<file path="src/rtl/simon_pkg.sv">
// Shared constants and state encoding for the SIMON datapath byte packer/unpacker.
package simon_pkg;

   localparam int unsigned DATA_SIZE_DEF      = 8;
   localparam int unsigned ADDR_SPACE_EXP_DEF = 4;
   localparam int unsigned BLOCK_BYTES        = 2 ** ADDR_SPACE_EXP_DEF;
   localparam int unsigned BLOCK_BITS         = DATA_SIZE_DEF * BLOCK_BYTES;
   localparam logic [7:0]  PAD_BYTE           = 8'h20;

   typedef enum logic {
      ST_FILL = 1'b0,
      ST_FULL = 1'b1
   } state_e;

endpackage

</file>
<file path="src/rtl/block_packer.sv">
// Collects one byte per strobe into a parallel cipher block (byte 0 in the LSBs) and holds the
// completed block for the cipher core until it is taken.
module block_packer
   import simon_pkg::*;
#(
   parameter int unsigned          DATA_SIZE      = simon_pkg::DATA_SIZE_DEF,
   parameter int unsigned          ADDR_SPACE_EXP = simon_pkg::ADDR_SPACE_EXP_DEF,
   parameter logic [DATA_SIZE-1:0] PAD_BYTE       = simon_pkg::PAD_BYTE
) (
   input  logic                                      clk_100MHz,
   input  logic                                      reset_n,
   input  logic                                      write_to_fifo,
   input  logic [DATA_SIZE-1:0]                      write_data_in,
   input  logic                                      flush,
   input  logic                                      read_from_fifo,
   output logic [DATA_SIZE*(2**ADDR_SPACE_EXP)-1:0]  read_data_out,
   output logic                                      full,
   output logic                                      empty,
   output logic [ADDR_SPACE_EXP:0]                   byte_count,
   output logic                                      overflow
);

   localparam int unsigned LANES = 2 ** ADDR_SPACE_EXP;
   localparam int unsigned CW    = ADDR_SPACE_EXP + 1;
   localparam int unsigned BITS  = DATA_SIZE * LANES;

   localparam logic [CW-1:0] COUNT_ONE  = CW'(1);
   localparam logic [CW-1:0] COUNT_LAST = CW'(LANES - 1);
   localparam logic [CW-1:0] COUNT_MAX  = CW'(LANES);

   state_e                    r_state;
   logic [CW-1:0]             r_count;
   logic [BITS-1:0]           r_data;
   logic                      r_overflow;

   logic                      w_filling;
   logic                      w_wr_fill;
   logic                      w_complete;
   logic                      w_do_flush;
   logic                      w_release;
   logic [CW-1:0]             w_pad_start;
   logic [ADDR_SPACE_EXP-1:0] w_lane_idx;
   logic [BITS-1:0]           w_data_nxt;

   assign w_filling   = (r_state == ST_FILL);
   assign w_wr_fill   = w_filling & write_to_fifo;
   assign w_complete  = w_wr_fill & (r_count == COUNT_LAST);
   // A same-cycle write counts as content, so write+flush at count 0 still closes a block.
   assign w_do_flush  = w_filling & flush & ((r_count != '0) | write_to_fifo);
   assign w_release   = ~w_filling & read_from_fifo;
   assign w_pad_start = write_to_fifo ? (r_count + COUNT_ONE) : r_count;
   assign w_lane_idx  = r_count[ADDR_SPACE_EXP-1:0];

   for (genvar i = 0; i < LANES; i++) begin : g_lane
      localparam logic [CW-1:0] LANE = CW'(i);
      logic w_wr_lane;
      logic w_pad_lane;

      assign w_wr_lane  = w_wr_fill & (w_lane_idx == LANE[ADDR_SPACE_EXP-1:0]);
      assign w_pad_lane = w_do_flush & (LANE >= w_pad_start);

      // On release the buffer is cleared; a simultaneous write lands in lane 0.
      assign w_data_nxt[i*DATA_SIZE +: DATA_SIZE] =
         w_release  ? (((LANE == '0) && write_to_fifo) ? write_data_in : '0) :
         w_wr_lane  ? write_data_in :
         w_pad_lane ? PAD_BYTE :
                      r_data[i*DATA_SIZE +: DATA_SIZE];
   end

   always_ff @(posedge clk_100MHz or negedge reset_n) begin
      if (!reset_n) begin
         r_state    <= ST_FILL;
         r_count    <= '0;
         r_data     <= '0;
         r_overflow <= 1'b0;
      end else begin
         r_data <= w_data_nxt;
         case (r_state)
            ST_FILL: begin
               if (w_complete || w_do_flush) begin
                  r_state <= ST_FULL;
                  r_count <= COUNT_MAX;
               end else if (write_to_fifo) begin
                  r_count <= r_count + COUNT_ONE;
               end
            end
            ST_FULL: begin
               if (read_from_fifo) begin
                  r_state <= ST_FILL;
                  r_count <= write_to_fifo ? COUNT_ONE : '0;
               end else if (write_to_fifo) begin
                  r_overflow <= 1'b1;
               end
            end
            default: r_state <= ST_FILL;
         endcase
      end
   end

   assign read_data_out = r_data;
   assign full          = (r_state == ST_FULL);
   assign empty         = w_filling & (r_count == '0);
   assign byte_count    = r_count;
   assign overflow      = r_overflow;

endmodule

</file>
<file path="config.mk">
export PLATFORM = sky130hd
export DESIGN_NAME = block_packer
export DESIGN_NICKNAME = d
export VERILOG_FILES = /design/src/rtl/simon_pkg.sv /design/src/rtl/block_packer.sv
export SDC_FILE = /design/constraint.sdc
export NUM_CORES = 1
export LEC_CHECK = 0
export BUFFER_PORTS_ARGS = -buffer_cell sky130_fd_sc_hd__clkbuf_2
export CAP_MARGIN = 30
export CORE_UTILIZATION = 43
export DETAILED_ROUTE_END_ITERATION = 8
export HOLD_SLACK_MARGIN = 0.06
export PLACE_DENSITY = 0.69
export SLEW_MARGIN = 20
export SYNTH_ARGS = -nofsm -noshare
export SYNTH_HDL_FRONTEND = slang
export SYNTH_SLANG_ARGS = --single-unit
</file>
<file path="constraint.sdc">
create_clock -name clk_100MHz -period 2.5 [get_ports clk_100MHz]
set_input_delay 0.5 -clock clk_100MHz [delete_from_list [all_inputs] [get_ports clk_100MHz]]
set_output_delay 0.5 -clock clk_100MHz [all_outputs]
set_load 0.05 [all_outputs]
</file>
# Yosys cells after proc, flatten, opt, wreduce, memory -nomap -nowiden
# Cells that the tools add are included.
[word_totals]
regBits = 135
inputBits = 13
out_inout_bits = 136
[op_classes]
add_sub_neg = 1
magnitude_cmp = 16
n_eq_ne = 17
n_mux = 57
bitwise_logic = 41
reduce_logical = 21
[op_table]
columns = ["cell", "n"]
rows = [
  ["$mux 8", 49],
  ["$reduce_bool 3->1", 16],
  ["$ge 4x5->1 const A", 8],
  ["$and 1x1->1", 38],
  ["$eq 4x4->1 const B", 8],
  ["$ge 3x5->1 const A", 4],
  ["$eq 4x3->1 const B", 4],
  ["$mux 5", 3],
  ["$ge 1x5->1 const A", 2],
  ["$ge 2x5->1 const A", 2],
  ["$pmux 5 s2", 1],
  ["$eq 4x2->1 const B", 2],
  ["$add 5x1->5 const B", 1],
  ["$eq 5x4->1 const B", 1],
  ["$logic_not 5->1", 1],
  ["$reduce_bool 5->1", 1],
  ["$eq 4x1->1 const B", 1],
  ["$logic_not 4->1", 1],
  ["$mux 1", 3],
  ["$reduce_and 3->1", 1],
  ["$ne 2x2->1 const B", 1],
  ["$not 1->1", 2],
  ["$pmux 1 s2", 1],
  ["$logic_or 1x1->1", 1],
  ["$or 1x1->1", 1],
]

# Depth between registers and ports, before layout
[depth]
ltp_word = 7
mapped_depth = 11

# Worst setup path after synthesis
# Ideal clock, no wire load.
[synth_path]
path_kind = "flip-flop to flip-flop"
from = "reg r_count[2] (netlist: byte_count[2])"
to = "reg r_data[111] (netlist: read_data_out[111])"
setup_ps = 122
arrival_ps = 2909
required_ps = 2378
setup_slack_ps = -530
path_stages_with_launch = 11
n_path_buf = 3
synth_period_minus_slack_ps = 3030
cell_sequence = "dfrtp_1 buf_2 buf_2 buf_1 and3_1 ha_1 nand2b_1 o2111ai_4 o31ai_2 a211oi_4 a32o_1"
[synth_via]
elab_chain_cells = 5
[synth_rtl]
columns = ["element", "line", "source"]
rows = [
  ["start, declared", "block_packer.sv:32", "logic [CW-1:0] r_count;"],
  ["start signal, assigned", "block_packer.sv:84", "r_count <= r_count + COUNT_ONE;"],
  ["start signal, assigned", "block_packer.sv:90", "r_count <= write_to_fifo ? COUNT_ONE : '0;"],
  ["$add 5x1->5 or $reduce_bool 5->1 (tied branches)", "block_packer.sv:51, block_packer.sv:49", ""],
  ["$mux 5 or $or 1x1->1 (tied branches)", "n/a", ""],
  ["$ge 4x5->1 or $and 1x1->1 (tied branches)", "block_packer.sv:60, block_packer.sv:49", ""],
  ["$and 1x1->1", "block_packer.sv:60", "assign w_pad_lane = w_do_flush & (LANE >= w_pad_start);"],
  ["$reduce_bool 3->1 (no line)", "n/a", ""],
  ["end signal, assigned", "block_packer.sv:77", "r_data <= w_data_nxt;"],
  ["end, declared", "block_packer.sv:33", "logic [BITS-1:0] r_data;"],
]
# Parallel ways exist; a longest one is shown, timed or not.
# A chain may end at the register's enable or synchronous reset.

# Worst setup path in the final report
[layout_path]
from = "reg r_count[0] (netlist: byte_count[0])"
to = "out empty"
[layout_via]
elab_chain_cells = 2
[layout_rtl]
columns = ["element", "line", "source"]
rows = [
  ["$logic_not 5->1", "block_packer.sv:102", "assign empty = w_filling & (r_count == '0);"],
  ["$and 1x1->1", "block_packer.sv:102", ""],
  ["end, declared", "block_packer.sv:18", "output logic empty,"],
]
# Every way passes these cells.

==> flow_summary.ini <==
[status]
status = finished, final reports clean

[setup_path]
path_cells = inv_4, ha_4, or4b_4, nor2_2, clkbuf_2
rr_startpoint = byte_count[0]
worstPathMaxFanout = 6
cp-end-kind = primary output
r2r_slack_ns = 0.12
r2r_cells = 8
cp.required_ns = 2.00
critPathTopFamily = simple AND/OR/NAND/NOR gates
crit_type = flip-flop to primary output
startpoint_type = flip-flop
crit_path_max_incr_delay_ns = 0.50
path_buf_inv = 2
crit_path_top_delay_cell = or4b_4
r2r_end = read_data_out[71]
worstPathArrival_ns = 1.95

[route]
drt-pass1-iter-count = 5
vias = 5262
drt-initial-drc-count = 420
drtAntennaViolNets = 0
drt-vias-per-instance = 5.88
wl_per_cell_um = 19.9
drt_wl_total_mm = 17.8
post-route-drc-count = 0

[clock_tree]
cts_inserted_buffers = 17
clock-sinks = 135
clkTransAtPathRegs_ns = 0.05
cts_buffer_depth = 2
cts_tree = done
clockRootBuffer = clkbuf_16
htreeDepth = 4
insertion_delay_ns = 0.42
postCtsSetupRepairBufs = 0

[timing]
timing.fmax_mhz = 407
min_period_ns = 2.45
setup_viol = 0
period_share_pct = 98.2
rsz0062_at_grt = false
tightest_slew_ns = 0.766
slew_headroom_pct = 48.4
worst_slack_ns = 0.0452
drv_slew = 0
whs_ns = 0.357
skew_ns = 0.0102
hold_violations = 0

[synth]
synthTopCellsByCount = dfrtp_1 (135), nand2_1 (65), a22o_1 (37)
synth_top_family_by_area = compound AO/OA/AOI/OAI gates
yosysWarnings = 0
synthMuxAreaShare_pct = 0.167
synthMostInstantiatedCell = dfrtp_1
synthXorXnorAreaFrac_pct = 0.731
synth-edff-count = 0
synth_nets = 566
syn-cell-area_sq_um = 5990
synthDistinctLibCells = 60
synth_compound_area_share_pct = 22.8
synth_simple_gate_area_share_pct = 15.0
postSynth.asyncResetShare_pct = 100
synth_seq_area_share_pct = 56.4
synthFlopType = dfrtp_1
yosys-top-cells-area = dfrtp_1 (56%), a22o_1 (5.4%), nand2_1 (4.1%)
synth_top_area_share_pct = 56.4
synth-seq-cells = 135
synth_top_area_cell = dfrtp_1
synthCells = 547
synth-adder-area-share_pct = 1.25
synth_area_per_cell_sq_um = 10.9

[die]
die_h_um = 120
initial_core_util_pct = 44.7
ios = 149
core-area_sq_um = 13400
die_w_um = 120
rows = 42
die_area_sq_um = 14400

[worst_hold_path]
whs_endpoint = byte_count[4]
whs_path_depth = 2
hold_start = read_from_fifo
min_path_type = input pin to flip-flop

[place]
gp_congestion = 0.875
place_area_sq_um = 7100
preCtsSetupSlack_ns = 0.101
place_inst = 863
place_hpwl_mm = 12.6
portBuffers = 148

[global_routing]
grtUsageTotal_pct = 25.6
antenna_found_initial = 0
grt-ovfl-total = 0
grt_pass1_vias = 5087
grt_first_pass_wirelength_mm = 27.9
grt_max_degree = 130

[layout]
area_delta_synth_final_pct = 28.7
seqCellArea_sq_um = 3380
utilization_pct = 57.5
instances_no_fill = 895
fillers = 1145
n_antenna_cell = 0
final_area_sq_um = 7710
multiInputGateArea_sq_um = 2450
layout-drive-gt1-share_pct = 34.2
nets = 726

[flow_run]
maxCapViolCount = 0

[power_and_ir_drop]
ir_worst_vdd_v = 0.000703
leakagePower_uw = 0.00374
power_density_nw_per_um2 = 1120
worst reg2reg max path, cell delays in order (launching register included):
cell and delay, ns:
dfrtp_2 0.45, buf_4 0.20, ha_1 0.29, buf_4 0.19, xor2_1 0.16, o31a_1 0.38
a21oi_4 0.30, a2bb2oi_1 0.24, nor2_1 0.06
cell families (layout without fill, tap and decap cells):
group	after synthesis	in the layout
and+or+nand+nor	178	178
AOI/OAI and AO/OA	168	168
DFF	135	135
buffers and inverters	54	226
adders and majority gates	6	6
xor gates and xnor gates	5	5
muxes	1	1
how the worst max path moves through the flow:
stage	to	cells after the start	startpoint	slack, ns
3_3_place_gp	read_data_out[61]	6	write_to_fifo	0.14
6_report	empty	5	byte_count[0]	0.05
2_1_floorplan	read_data_out[117]	9	byte_count[0]	-0.007
3_5_place_dp	read_data_out[71]	8	byte_count[0]	0.10
4_1_cts	empty	5	byte_count[0]	0.03
5_1_grt	empty	5	byte_count[0]	0.001
per-layer routing:
metal | part of all wire, % | GRT usage [%]
met2 | 47 | 39.2
met1 | 44 | 35.1
met3 | 7.1 | 6.23
met4 | 2.1 | 9.53
met5 | 0 | 0
power by group:
part / internal, uW / total [uW] / switching [uW]
clock: 1510 / 2430 / 924
sequential: 2510 / 2760 / 247
combinational: 940 / 3460 / 2520
layout by cell type (no fill, tap or decap), types with 5 or more instances in the layout:
cell,instances
nor2_1,22
inv_1,9
buf_4,33
a221oi_1,7
nand3_1,27
nand2b_1,7
nor3_1,6
dfrtp_1,131
clkinv_2,5
clkbuf_2,147
a2bb2oi_1,8
ha_1,5
nor2b_1,6
a32o_1,19
nand4_1,12
o21ai_0,25
a21oi_1,13
clkbuf_16,17
a22o_1,37
nand2_1,65
and2_1,8
o22ai_1,29
final cells by class:
| cell class | count | area share [%] |
|---|---|---|
| multi-input combinational | 358 | 31.8 |
| tap | 176 | 2.86 |
| inverter | 12 | 0.649 |
| clock inverter | 12 | 1.64 |
| clock buffer | 19 | 5.87 |
| timing repair buffer | 183 | 13.3 |
| sequential | 135 | 43.9 |
sequential cells by signal, summed over array words and instances, names as in the netlist:
| name | count |
|---|---|
| overflow | 1 |
| full | 1 |
| byte_count | 5 |
| read_data_out | 128 |
through the flow:
step | power, uW | setup TNS (ns)
2_1_floorplan | 5280 | -0.0124
3_3_place_gp | 6150 | 0
3_5_place_dp | 6220 | 0
4_1_cts | 8670 | 0
5_1_grt | 9030 | 0
6_report | 8650 | 0
timing repair:
item	4_1_cts	5_1_grt
gates resized for setup	0	4
endpoints found under the hold margin	6	0
hold buffers	1	0
setup endpoints to repair	0	7
Note: power is estimated with default switching activity, not from simulation.
